[config.mk]
export PLATFORM = sky130hd
export DESIGN_NAME = alu_seq
export DESIGN_NICKNAME = d
export VERILOG_FILES = /design/src/rtl/alu_pkg.sv /design/src/rtl/alu_seq_lzc.sv /design/src/rtl/alu_seq.sv
export SDC_FILE = /design/constraint.sdc
export NUM_CORES = 1
export LEC_CHECK = 0
export ABC_AREA = 1
export ABC_CLOCK_PERIOD_IN_PS = 15300
export BUFFER_PORTS_ARGS = -buffer_cell sky130_fd_sc_hd__buf_4
export CELL_PAD_IN_SITES_DETAIL_PLACEMENT = 2
export CELL_PAD_IN_SITES_GLOBAL_PLACEMENT = 2
export CORE_UTILIZATION = 39
export DETAILED_ROUTE_END_ITERATION = 8
export GPL_TIMING_DRIVEN = 1
export HOLD_SLACK_MARGIN = 0.1
export PLACE_DENSITY = 0.95
export SYNTH_ARGS = -nofsm -noshare
export SYNTH_HDL_FRONTEND = slang
export SYNTH_SLANG_ARGS = --single-unit
[constraint.sdc]
create_clock -name clk -period 15.3 [get_ports clk]
set_input_delay 4.59 -clock clk [delete_from_list [all_inputs] [get_ports clk]]
set_output_delay 4.59 -clock clk [all_outputs]
set_load 0.02 [all_outputs]
[src/rtl/alu_pkg.sv]
// Shared opcodes, FSM state encoding and float field helpers for the sequential ALU.
package alu_pkg;

  localparam int DEF_WIDTH = 16;
  localparam int DEF_EXP_W = 8;
  localparam int DEF_MAN_W = 7;

  localparam logic [3:0] OP_ADD  = 4'h0;
  localparam logic [3:0] OP_INVF = 4'h1;
  localparam logic [3:0] OP_ADDF = 4'h2;
  localparam logic [3:0] OP_MULF = 4'h3;
  localparam logic [3:0] OP_AND  = 4'h4;
  localparam logic [3:0] OP_OR   = 4'h5;
  localparam logic [3:0] OP_XOR  = 4'h6;
  localparam logic [3:0] OP_ANY  = 4'h7;
  localparam logic [3:0] OP_DUP  = 4'h8;
  localparam logic [3:0] OP_SHR  = 4'h9;
  localparam logic [3:0] OP_F2I  = 4'hA;
  localparam logic [3:0] OP_I2F  = 4'hB;

  typedef enum logic [2:0] {
    ST_IDLE   = 3'd0,
    ST_UNPACK = 3'd1,
    ST_EXEC   = 3'd2,
    ST_NORM   = 3'd3,
    ST_DONE   = 3'd4
  } state_t;

  // Field slicers work on a zero-extended word so they serve any float geometry up to 32 bits.
  function automatic logic fp_sign(input logic [31:0] x, input int exp_w, input int man_w);
    return x[exp_w + man_w];
  endfunction

  function automatic logic [31:0] fp_exp(input logic [31:0] x, input int exp_w, input int man_w);
    return (x >> man_w) & ((32'd1 << exp_w) - 32'd1);
  endfunction

  function automatic logic [31:0] fp_man(input logic [31:0] x, input int man_w);
    return x & ((32'd1 << man_w) - 32'd1);
  endfunction

endpackage

[src/rtl/alu_seq_lzc.sv]
// Combinational leading-zero count; an all-zero vector reports W.
module lead_zero_count import alu_pkg::*; #(
  parameter int W = 16
) (
  input  logic [W-1:0]             vec,
  output logic [$clog2(W+1)-1:0]   count
);
  localparam int CW = $clog2(W + 1);

  // Scan upward so the highest set bit is the last one to update the count
  always_comb begin
    count = CW'(W);
    for (int i = 0; i < W; i++) begin
      count = vec[i] ? CW'(W - 1 - i) : count;
    end
  end
endmodule

[src/rtl/alu_seq.sv]
// Handshaked multi-cycle ALU: integer ops finish in one cycle, float ops run
// UNPACK -> EXEC -> NORM before the result is presented.
module alu_seq import alu_pkg::*; #(
  parameter int WIDTH = 16,
  parameter int EXP_W = 8,
  parameter int MAN_W = 7
) (
  input  logic             clk,
  input  logic             reset,
  input  logic             in_valid,
  output logic             in_ready,
  input  logic [4:0]       op,
  input  logic [WIDTH-1:0] in1,
  input  logic [WIDTH-1:0] in2,
  output logic             out_valid,
  input  logic             out_ready,
  output logic [WIDTH-1:0] result,
  output logic             err
);
  localparam int BIAS = 2**(EXP_W-1) - 1;
  localparam int MW   = MAN_W + 1;
  localparam int NV   = (WIDTH > 2*MW) ? WIDTH : 2*MW;
  localparam int XW   = EXP_W + 3;
  localparam int CW   = $clog2(NV + 1);
  localparam logic signed [XW-1:0] X_ZERO = XW'(0);
  localparam logic signed [XW-1:0] X_ONE  = XW'(1);
  localparam logic signed [XW-1:0] X_MAN  = XW'(MAN_W);
  localparam logic signed [XW-1:0] X_SAT  = XW'(WIDTH - 1);
  localparam logic signed [XW-1:0] X_EMAX = XW'(2**EXP_W - 1);

  state_t state_r;
  logic [3:0]       code_r;
  logic [WIDTH-1:0] a_r, b_r, dres_r;
  logic             sa_r, sb_r, direct_r, sg_r;
  logic [EXP_W-1:0] ea_r, eb_r;
  logic [MW-1:0]    ma_r, mb_r;
  logic [NV-1:0]    nv_r;
  logic signed [XW-1:0] ex_r;

  logic [WIDTH-1:0] int_res_s;
  logic             int_err_s, float_s;

  // One-cycle integer results and float dispatch, decoded straight off the input bus
  always_comb begin
    int_res_s = in1;
    int_err_s = 1'b0;
    float_s   = 1'b0;
    if (op[4]) begin
      int_res_s = in1;
    end else begin
      case (op[3:0])
        OP_ADD:  int_res_s = in1 + in2;
        OP_INVF: begin int_res_s = '0; int_err_s = 1'b1; end
        OP_AND:  int_res_s = in1 & in2;
        OP_OR:   int_res_s = in1 | in2;
        OP_XOR:  int_res_s = in1 ^ in2;
        OP_ANY:  int_res_s = {{(WIDTH-1){1'b0}}, |in1};
        OP_DUP:  int_res_s = in1;
        OP_SHR:  int_res_s = in1 >> 1'b1;
        OP_ADDF, OP_MULF, OP_F2I, OP_I2F: float_s = 1'b1;
        default: int_res_s = in1;
      endcase
    end
  end

  logic za_s, zb_s, ia_s, ib_s, a_big_s, sbig_s;
  logic [EXP_W-1:0] ediff_s, ebig_s;
  logic [MW-1:0]    mbig_s, msml_s, msml_sh_s;
  logic [MW:0]      sum_s;
  logic [2*MW-1:0]  prod_s;
  logic [WIDTH-1:0] abs_s, f2i_mag_s, x_dres_s;
  logic signed [XW-1:0] fe_s, x_ex_s;
  logic [NV-1:0]    x_nv_s;
  logic             x_direct_s, x_sg_s;

  assign za_s = (ea_r == '0);
  assign zb_s = (eb_r == '0);
  assign ia_s = &ea_r;
  assign ib_s = &eb_r;

  // EXEC: produce either a finished word or an (unnormalised value, exponent, sign) triple
  always_comb begin
    a_big_s   = (ea_r > eb_r) || ((ea_r == eb_r) && (ma_r >= mb_r));
    ediff_s   = a_big_s ? (ea_r - eb_r) : (eb_r - ea_r);
    ebig_s    = a_big_s ? ea_r : eb_r;
    sbig_s    = a_big_s ? sa_r : sb_r;
    mbig_s    = a_big_s ? ma_r : mb_r;
    msml_s    = a_big_s ? mb_r : ma_r;
    msml_sh_s = (ediff_s >= EXP_W'(MW)) ? '0 : (msml_s >> ediff_s);
    sum_s     = (sa_r == sb_r) ? ({1'b0, mbig_s} + {1'b0, msml_sh_s})
                               : ({1'b0, mbig_s} - {1'b0, msml_sh_s});
    prod_s    = {{MW{1'b0}}, ma_r} * {{MW{1'b0}}, mb_r};
    abs_s     = a_r[WIDTH-1] ? (~a_r + WIDTH'(1)) : a_r;
    fe_s      = XW'(ea_r) - XW'(BIAS);
    f2i_mag_s = (fe_s >= X_MAN) ? (WIDTH'(ma_r) << (fe_s - X_MAN))
                                : (WIDTH'(ma_r) >> (X_MAN - fe_s));
    x_direct_s = 1'b0;
    x_dres_s   = '0;
    x_nv_s     = '0;
    x_ex_s     = X_ZERO;
    x_sg_s     = 1'b0;
    case (code_r)
      OP_ADDF: begin
        if (za_s)      begin x_direct_s = 1'b1; x_dres_s = b_r; end
        else if (zb_s) begin x_direct_s = 1'b1; x_dres_s = a_r; end
        else if (ia_s) begin x_direct_s = 1'b1; x_dres_s = a_r; end
        else if (ib_s) begin x_direct_s = 1'b1; x_dres_s = b_r; end
        else begin
          x_nv_s = NV'(sum_s) << (NV - MW - 1);
          x_ex_s = XW'(ebig_s) + X_ONE;
          x_sg_s = sbig_s;
        end
      end
      OP_MULF: begin
        x_sg_s = sa_r ^ sb_r;
        if (za_s || zb_s) begin
          x_direct_s = 1'b1;
          x_dres_s   = {x_sg_s, {(WIDTH-1){1'b0}}};
        end else if (ia_s || ib_s) begin
          x_direct_s = 1'b1;
          x_dres_s   = {x_sg_s, {EXP_W{1'b1}}, {MAN_W{1'b0}}};
        end else begin
          x_nv_s = NV'(prod_s) << (NV - 2*MW);
          x_ex_s = XW'(ea_r) + XW'(eb_r) - XW'(BIAS) + X_ONE;
        end
      end
      OP_I2F: begin
        x_nv_s = NV'(abs_s);
        x_ex_s = XW'(BIAS + NV - 1);
        x_sg_s = a_r[WIDTH-1];
      end
      OP_F2I: begin
        x_direct_s = 1'b1;
        if (fe_s >= X_SAT) begin
          x_dres_s = sa_r ? {1'b1, {(WIDTH-1){1'b0}}} : {1'b0, {(WIDTH-1){1'b1}}};
        end else if (fe_s < X_ZERO) begin
          x_dres_s = '0;
        end else begin
          x_dres_s = sa_r ? (~f2i_mag_s + WIDTH'(1)) : f2i_mag_s;
        end
      end
      default: begin
        x_direct_s = 1'b1;
        x_dres_s   = '0;
      end
    endcase
  end

  logic [CW-1:0]    lz_s;
  logic [NV-1:0]    norm_sh_s;
  logic signed [XW-1:0] fexp_s;
  logic [MAN_W-1:0] man_s;
  logic [WIDTH-1:0] norm_res_s;

  lead_zero_count #(.W(NV)) u_lzc (
    .vec   (nv_r),
    .count (lz_s)
  );

  // NORM: left-justify, rebuild the exponent and clamp to zero/inf
  always_comb begin
    norm_sh_s = nv_r << lz_s;
    fexp_s    = ex_r - XW'(lz_s);
    man_s     = MAN_W'(norm_sh_s >> (NV - 1 - MAN_W));
    if (direct_r) begin
      norm_res_s = dres_r;
    end else if (nv_r == '0) begin
      norm_res_s = '0;
    end else if (fexp_s >= X_EMAX) begin
      norm_res_s = {sg_r, {EXP_W{1'b1}}, {MAN_W{1'b0}}};
    end else if (fexp_s < X_ONE) begin
      norm_res_s = {sg_r, {(WIDTH-1){1'b0}}};
    end else begin
      norm_res_s = {sg_r, fexp_s[EXP_W-1:0], man_s};
    end
  end

  // Control FSM with the pipeline registers and registered handshake outputs
  always_ff @(posedge clk or posedge reset) begin
    if (reset) begin
      state_r   <= ST_IDLE;
      in_ready  <= 1'b0;
      out_valid <= 1'b0;
      result    <= '0;
      err       <= 1'b0;
      code_r    <= OP_ADD;
      a_r <= '0; b_r <= '0; dres_r <= '0;
      sa_r <= 1'b0; sb_r <= 1'b0; direct_r <= 1'b0; sg_r <= 1'b0;
      ea_r <= '0; eb_r <= '0; ma_r <= '0; mb_r <= '0;
      nv_r <= '0; ex_r <= X_ZERO;
    end else begin
      case (state_r)
        ST_IDLE: begin
          if (in_valid && in_ready) begin
            a_r      <= in1;
            b_r      <= in2;
            code_r   <= op[3:0];
            in_ready <= 1'b0;
            if (float_s) begin
              state_r <= ST_UNPACK;
            end else begin
              result    <= int_res_s;
              err       <= int_err_s;
              out_valid <= 1'b1;
              state_r   <= ST_DONE;
            end
          end else begin
            in_ready <= 1'b1;
          end
        end
        ST_UNPACK: begin
          sa_r    <= fp_sign(32'(a_r), EXP_W, MAN_W);
          sb_r    <= fp_sign(32'(b_r), EXP_W, MAN_W);
          ea_r    <= EXP_W'(fp_exp(32'(a_r), EXP_W, MAN_W));
          eb_r    <= EXP_W'(fp_exp(32'(b_r), EXP_W, MAN_W));
          ma_r    <= {1'b1, MAN_W'(fp_man(32'(a_r), MAN_W))};
          mb_r    <= {1'b1, MAN_W'(fp_man(32'(b_r), MAN_W))};
          state_r <= ST_EXEC;
        end
        ST_EXEC: begin
          direct_r <= x_direct_s;
          dres_r   <= x_dres_s;
          nv_r     <= x_nv_s;
          ex_r     <= x_ex_s;
          sg_r     <= x_sg_s;
          state_r  <= ST_NORM;
        end
        ST_NORM: begin
          result    <= norm_res_s;
          err       <= 1'b0;
          out_valid <= 1'b1;
          state_r   <= ST_DONE;
        end
        ST_DONE: begin
          if (out_ready) begin
            out_valid <= 1'b0;
            in_ready  <= 1'b1;
            state_r   <= ST_IDLE;
          end else begin
            out_valid <= 1'b1;
          end
        end
        default: begin
          state_r  <= ST_IDLE;
          in_ready <= 1'b0;
        end
      endcase
    end
  end
endmodule

# [After elaboration in Yosys (flattened, before gate mapping)]
# Index checks and enable logic that the tools add are counted.
# W data, S select, Z words.
[totals] reg_bits=137 ram_bits=0 latchBits=0 romBits=0 elab_cells=188 memories=0
[op_classes] reduce_logical=22 bitwise_logic=7 mux=89 addsub=15 multipliers=1 div_mod_pow=0 shift=4 n_lt_le_gt_ge=8 eq_ne=23
[op_table] operator="$mux W16" n=23
[op_table] operator="$pmux W16 S7" n=1
[op_table] operator="$pmux W16 S3" n=2
[op_table] operator="$mux W5" n=16
[op_table] operator="$mux W9" n=5
[op_table] operator="$mux W8" n=5
[op_table] operator="$pmux W11 S3" n=1
[op_table] operator="$add A16 B1 Y16 const B" n=2
[op_table] operator="$not A16 Y16" n=2
[op_table] operator="$pmux W16 S2" n=1
[op_table] operator="$mux W15" n=2
[op_table] operator="$mux W1" n=22
[op_table] operator="$mux W11" n=2
[op_table] operator="$eq A4 B4 Y1 const B" n=5
[op_table] operator="$add A8 B8 Y9" n=2
[op_table] operator="$add A16 B16 Y16" n=1
[op_table] operator="$and A16 B16 Y16" n=1
[op_table] operator="$eq A4 B2 Y1 const B" n=4
[op_table] operator="$eq A4 B3 Y1 const B" n=4
[op_table] operator="$logic_not A16 Y1" n=1
[op_table] operator="$logic_not A8 Y1" n=2
[op_table] operator="$mul A8 B8 Y16" n=1
[op_table] operator="$or A16 B16 Y16" n=1
[op_table] operator="$reduce_and A8 Y1" n=2
[op_table] operator="46 further kinds" n=61

# [Longest topological paths before layout]
# Gate-level depths: netlist of the first run.
[logic_depth] word_depth=23 ltp_mapped=44 ltp_nobuf=42

# [Hierarchy]
# From an unflattened synthesis of the first run, not the netlist that was laid out.
[hier_totals] cells_unflattened=2434 area_unflattened_um2=15700.1
[modules_own_cells] module="alu_seq" instances=1 cells_per_inst=2387 seq_area_each_um2=3403.3 area_each_um2=15498.6
[modules_own_cells] module="lead_zero_count" instances=1 cells_per_inst=47 seq_area_each_um2=0.0 area_each_um2=201.4

# [Least setup slack after synthesis of the first run]
# Ideal clock, no wire load.
[synth_timing] path_kind="input -> register" start="in in1[2]" end="reg result[15]" arrival_ns=6.473 required_time_ns=15.176 slack_ns=8.703 cell_stages=20 n_path_buf=0 path_cell_list="inv_1 ha_1 nand2_1 nand2_1 a31oi_1 inv_1 nand3_1 nand3_1 nand2_1 nand2_1 a21oi_1 nor2_1 o21ai_0 nand2_1 o21ai_0 nand3_1 o21ai_0 nand2_1 o211ai_1 nand2_1"
[synth_via] elab_chain_len=6
[synth_lines] element="from (decl)" line="alu_seq.sv:13" source="input logic [WIDTH-1:0] in1,"
[synth_lines] element="$add A16 B16 Y16" line="alu_seq.sv:52" source="OP_ADD: int_res_s = in1 + in2;"
[synth_lines] element="$pmux W16 S7" line="alu_seq.sv:51" source="case (op[3:0])"
[synth_lines] element="$mux W16" line="alu_seq.sv:48" source="if (op[4]) begin"
[synth_lines] element="$mux W16" line="alu_seq.sv:199" source="if (float_s) begin"
[synth_lines] element="$mux W16" line="alu_seq.sv:194" source="if (in_valid && in_ready) begin"
[synth_lines] element="$pmux W16 S2" line="alu_seq.sv:192" source="case (state_r)"
[synth_lines] element="to (signal assigned)" line="alu_seq.sv:202" source="result <= int_res_s;"
[synth_lines] element="to (signal assigned)" line="alu_seq.sv:229" source="result <= norm_res_s;"
[synth_lines] element="to (decl)" line="alu_seq.sv:17" source="output logic [WIDTH-1:0] result,"
# Every way passes these cells. The select of a mux whose other input is x is not followed.
# A chain may end at the register's enable or synchronous reset.

# [Worst setup path in the final report of the first run]
[layout_timing] start="reg ea_r[5]" end="reg nv_r[14]"
[layout_via] elab_chain_len=13 word_cells_on_any_way=26 classes_between="add/sub: 4; order compare: 2; eq/ne: 1; shift: 1; mux: 12; reduce/logical: 6"
[layout_lines] element="from (decl)" line="alu_seq.sv:35" source="logic [EXP_W-1:0] ea_r, eb_r;"
[layout_lines] element="from (signal assigned)" line="alu_seq.sv:214" source="ea_r <= EXP_W'(fp_exp(32'(a_r), EXP_W, MAN_W));"
[layout_lines] element="parallel branches: the longest is 12 deep, another holds $sub A8 B8 Y9"
[layout_lines] element="$pmux W16 S3 *" line="alu_seq.sv:102" source="case (code_r)"
[layout_lines] element="to (signal assigned)" line="alu_seq.sv:223" source="nv_r <= x_nv_s;"
[layout_lines] element="to (decl)" line="alu_seq.sv:37" source="logic [NV-1:0] nv_r;"
# Mark *: on every way between the ends.

==> results.cfg, run 1 <==
[setup_path]
crit-reg2reg-launch = ea_r[5]$_DFFE_PP0P_
cp_data_required_time_ns = 15.64
critical-path-max-stage-delay_ns = 0.73
r2r_end = nv_r[14]$_DFFE_PP0P_
rr_worst_depth = 36
critPathMaxFanout = 46
cp.arrival_ns = 9.04
cp_slowest_cell = dfrtp_1
path_class = flip-flop to flip-flop
cp_common_cell = nand2_1
startpoint_type = flip-flop
r2r_slack_ns = 6.60
cp-end-kind = flip-flop

[clocking]
cts-root-buf = clkbuf_16
clkSlewWorstSetupHoldPaths_ns = 0.09
clock_sinks = 136
cts_buffers = 17
clock_latency_ns = 0.48
cts_tree = yes
htreeDepth = 4
cts_buffer_depth = 2
hold_buffers = 0
post_cts_buffers = 0
post_cts_resized = 0

[yosys]
syn_area_per_cell_um2 = 6.55
synth_edf_count = 0
ys_ff_latch = 136
synthesis.nets = 2651
synth_warnings = 0
netlist_area_um2 = 15900
synthArstFlopShare_pct = 100
synthCells = 2432
synth_seq_area_share_pct = 21.4
synthFlopType = dfrtp_1
synth_cell_type_count = 66

[placed_design]
place.gp.congestion = 0.944
hpwl_um = 63400
numPortBuffers = 59

[final_layout]
area_growth_pct = 9.45
final_cell_mix = nand2_1, inv_1, o21ai_0
seqCellArea_um2 = 3400
drive_above_1_share_pct = 8.71
layout_commonest_cell = nand2_1
nets = 2662
fillCellCount = 4881
multiInputGateArea_um2 = 10700

[floorplanning]
core_um2 = 40000
start_util_pct = 39.8
io_pins = 60
dieArea_um2 = 41600
dieWidth_um = 204
rows = 73
die_h_um = 204

[global_route]
grt_max_degree = 73
grtUsageTotal_pct = 44.6
grt_pass1_vias = 21820
gr-total-overflow = 0
grt_pass1_wl_um = 139000
antenna_found_initial = 6

[route]
ant_nets = 0
post_drt_wl_per_cell_um = 31.0
vias = 19498
drt-total-wl_um = 92300
drt_pass1_iterations = 5
routed_via_density = 6.54
drc = 0
drt-initial-drc-count = 1720

[timing]
skew_ns = 0.0322
fin_crit_ns = 8.70
finalHoldViolCount = 0
timing.final.crit_share_pct = 56.9
worst_slew_pin_slew_ns = 1.18
finalSetupViolCount = 0
slew_viol_final = 0
maxSlewHeadroom_pct = 20.5
fin_tns_setup_ns = 0
rsz0062_at_grt = no
max_clock_freq_mhz = 115

[worst_hold_path]
hold_class = flip-flop to flip-flop
whs_endpoint = result[0]$_DFFE_PP0P_
hp-start = result[0]$_DFFE_PP0P_
whs_path_depth = 2

[job]
maxCapViolCount = 0

[run_status]
outcome = finished, final reports clean
==> cell families (layout without fill, tap and decap cells) <==
logic type / count (synthesis) / after routing / share of synthesized area (%)
compound gates: 503 / 503 / 18.4
mux: 1 / 1 / 0.0707
buf+inv: 476 / 500 / 11.7
simple gates: 1098 / 1098 / 30.3
flops: 136 / 136 / 21.4
fa+ha+maj: 178 / 178 / 16.0
xor+xnor: 40 / 40 / 2.20
other cells: 0 / 2 / 0
==> cells in the mapped netlist (15+ instances only) <==
library cell,instances,area [µm²]
o22ai_1,19,119
dfrtp_1,136,3400
nand4_1,43,269
nand2_2,16,100
nor3_1,32,160
o21ai_1,16,80.1
buf_2,21,105
a21oi_1,131,656
nand2_1,623,2340
nor2_1,158,593
o211ai_1,15,113
clkbuf_1,60,225
ha_1,136,1700
xor2_1,30,263
inv_1,361,1360
fa_1,42,841
nand3_1,157,786
o21ai_0,223,1120
==> cell type report <==
class                      count  area share [%]
multi-input combinational   1820            61.3
tap                          525            3.77
inverter                     382            8.29
antenna                        2          0.0287
timing repair buffer          86            3.71
clock inverter                14           0.919
sequential                   136            19.5
clock buffer                  18            2.46
==> worst max-delay path by stage <==
stage | to | from | slack [ns] | depth (start not counted)
2_1_floorplan | a_r[0]$_DFFE_PP0P_ | reset | 7.07 | 1
3_3_place_gp | result[15]$_DFFE_PP0P_ | in1[2] | 8.11 | 22
3_5_place_dp | nv_r[14]$_DFFE_PP0P_ | ea_r[5]$_DFFE_PP0P_ | 7.58 | 36
4_1_cts | nv_r[15]$_DFFE_PP0P_ | ea_r[5]$_DFFE_PP0P_ | 7.26 | 39
5_1_grt | nv_r[15]$_DFFE_PP0P_ | ea_r[5]$_DFFE_PP0P_ | 6.40 | 39
6_report | nv_r[14]$_DFFE_PP0P_ | ea_r[5]$_DFFE_PP0P_ | 6.60 | 36
==> critical path, delay by kind of cell (launching register included) <==
kind,cells,cell delay [ns]
AND/OR/NAND/NOR,22,4.55
buffers and inverters,5,0.95
adder cells (fa/ha/maj),3,1.24
AO/OA/AOI/OAI,6,1.08
flip-flops,1,0.73
==> metal layers <==
| metal | global-route usage [%] | share of wire (%) |
|---|---|---|
| met2 | 73.5 | 47 |
| met4 | 35.4 | 8.8 |
| met5 | 0 | 0.067 |
| met1 | 49.0 | 36 |
| met3 | 11.3 | 8.2 |
==> registers in the layout, indices dropped and copies added, names as in the netlist, 3 cells and up <==
signal   flops
mb_r         7
nv_r        16
eb_r         8
result      16
ex_r        11
ea_r         8
state_r      3
code_r       4
b_r         16
dres_r      16
a_r         16
ma_r         8
==> stage by stage <==
| stage | cell area, µm² | hold slack (ns) | worst slack [ns] | cells | utilization (%) |
|---|---|---|---|---|---|
| finish | 17400 | 0.506 | 6.60 | 2983 | 43.6 |
| floorplan | 15900 | 0.449 | 7.07 | 2432 | - |
| global placement | 16800 | 0.465 | 8.11 | 2949 | 42.1 |
| detailed placement | 16800 | 0.477 | 7.58 | 2949 | 42.1 |
| CTS | 17400 | 0.511 | 7.26 | 2981 | 43.5 |
| global route | 17400 | 0.537 | 6.40 | 2981 | 43.5 |
Power of run 1 is not shown: default switching activity piles up to over one toggle a cycle in this logic, so the estimate is an artifact.
==> inputs of run 2 (changes only) <==
- ABC_CLOCK_PERIOD_IN_PS: 15300 -> 7700
- CORE_UTILIZATION: 39 -> 33
- PLACE_DENSITY: 0.95 -> 0.88
- clock period: 15.3 -> 7.7 ns (I/O delays scaled with it)
==> run 2 against run 1 <==
  * Final cell count is 2.9% higher
  * Die area is 18% higher
  * Utilization is 6.8 points lower
  * Via count is 8.7% lower
  * First-iteration DRC count is 32% lower
  * Setup slack worse by 5.6 ns
  * Fmax is 30% higher
  * Register-to-register slack worse by 5.6 ns
  * Global-route usage is 14 points lower
  * Sequential share of layout area is 0.071 points lower
  * Flip-flop and latch count stayed put
  * Critical endpoint is now nv_r[15]$_DFFE_PP0P_
==> results.cfg, run 2 (synthesis gave the netlist of run 1 again) <==
[run_status]
outcome = finished, final reports clean

[timing]
max_clock_freq_mhz = 150
fin_tns_setup_ns = 0
timing.final.crit_share_pct = 86.6
finalSetupViolCount = 0
holdWs_ns = 0.485
skew_ns = 0.00996
slew_viol_final = 0
maxSlewHeadroom_pct = 11.9
fin_crit_ns = 6.67
worst_slew_pin_slew_ns = 1.31
rsz0062_at_grt = no
finalHoldViolCount = 0

[clocking]
post_cts_buffers = 0
cts-root-buf = clkbuf_16
cts_tree = yes
clock_sinks = 136
post_cts_resized = 0
clock_latency_ns = 0.46
htreeDepth = 4
cts_buffer_depth = 2
hold_buffers = 0
clkSlewWorstSetupHoldPaths_ns = 0.07
cts_buffers = 17

[route]
drt-initial-drc-count = 1167
vias = 17802
routed_via_density = 5.80
drt_pass1_iterations = 5
drt-total-wl_um = 75300
post_drt_wl_per_cell_um = 24.5
drc = 0
ant_nets = 0

[floorplanning]
io_pins = 60
core_um2 = 47600
dieWidth_um = 222
start_util_pct = 33.4
die_h_um = 222
dieArea_um2 = 49100
rows = 80

[final_layout]
num_antenna_cells = 0
drive_above_1_share_pct = 8.68
final_cell_mix = nand2_1, inv_1, o21ai_0
layout_commonest_cell = nand2_1
nets = 2660
area_growth_pct = 9.85

[setup_path]
rr_worst_depth = 38
cp_slowest_cell = ha_1
cp-end-kind = flip-flop
r2r_end = nv_r[15]$_DFFE_PP0P_
cp_top_family = simple AND/OR/NAND/NOR gates
cp_common_cell = nand2_1
startpoint_type = flip-flop
cp_data_required_time_ns = 8.05
crit-reg2reg-launch = ea_r[5]$_DFFE_PP0P_
path_class = flip-flop to flip-flop
critPathMaxFanout = 46
r2r_slack_ns = 1.03
critical-path-max-stage-delay_ns = 0.49
cp.arrival_ns = 7.01
cp.buffers_inverters = 6

[placed_design]
place.gp.congestion = 0.924
numPortBuffers = 59
hpwl_um = 58400

[global_route]
antenna_found_initial = 0
grt_max_degree = 90
grt_pass1_wl_um = 117000
grtUsageTotal_pct = 30.7
grt_pass1_vias = 19841
gr-total-overflow = 0

[worst_hold_path]
hold_class = flip-flop to flip-flop
whs_path_depth = 2
hp-start = dres_r[6]$_DFFE_PP0P_
whs_endpoint = dres_r[6]$_DFFE_PP0P_

[job]
maxCapViolCount = 0
run 2: changes by cell type in the layout (fill, tap and decap cells not counted), sizes merged:
cell and delta:
inv +1, clkinvlp +1, clkinv +1, bufinv -2, buf -2, clkbuf -1, diode -2
run 2: layout make-up:
type	count	area [µm²]
fill	5771	30200
timing repair buffer	84	631
inverter	382	1440
sequential	136	3400
clock buffer	17	425
multi-input combinational	1820	10700
tap	615	769
clock inverter	15	135
run 2: worst reg2reg max path, delay by kind of cell (launching register included):
| kind | cells | cell delay (ns) |
|---|---|---|
| simple gates | 24 | 3.04 |
| flops | 1 | 0.48 |
| fa+ha+maj | 3 | 1.22 |
| compound gates | 5 | 1.06 |
| buf+inv | 6 | 0.76 |
run 2: worst max-delay path by stage:
| stage | from | endpoint | slack [ns] | cells after the start |
|---|---|---|---|---|
| 2_1_floorplan | reset | a_r[0]$_DFFE_PP0P_ | 1.75 | 1 |
| 3_3_place_gp | eb_r[0]$_DFFE_PP0P_ | nv_r[15]$_DFFE_PP0P_ | 1.49 | 37 |
| 3_5_place_dp | ea_r[4]$_DFFE_PP0P_ | nv_r[15]$_DFFE_PP0P_ | 1.07 | 38 |
| 4_1_cts | ea_r[5]$_DFFE_PP0P_ | nv_r[15]$_DFFE_PP0P_ | 1.01 | 38 |
| 5_1_grt | ea_r[2]$_DFFE_PP0P_ | nv_r[15]$_DFFE_PP0P_ | 0.43 | 37 |
| 6_report | ea_r[5]$_DFFE_PP0P_ | nv_r[15]$_DFFE_PP0P_ | 1.03 | 38 |
run 2: through the flow:
stage	area, µm²	instances	worst slack, ns	util (%)
2_1_floorplan	15900	2432	1.75	-
3_3_place_gp	16900	3037	1.49	35.5
3_5_place_dp	16900	3037	1.07	35.5
4_1_cts	17500	3069	1.01	36.7
5_1_grt	17500	3069	0.425	36.7
6_report	17500	3069	1.03	36.7
run 2: per-layer routing:
metal / global-route usage [%] / vias to the layer above / part of all wire, %
met1: 36.0 / 9069 / 41
met3: 4.24 / 200 / 4.7
met2: 53.4 / 533 / 49
met5: 0 / - / 0
li1: - / 8000 / -
met4: 17.9 / 0 / 5.9
Power of run 2 is left out for the same reason.
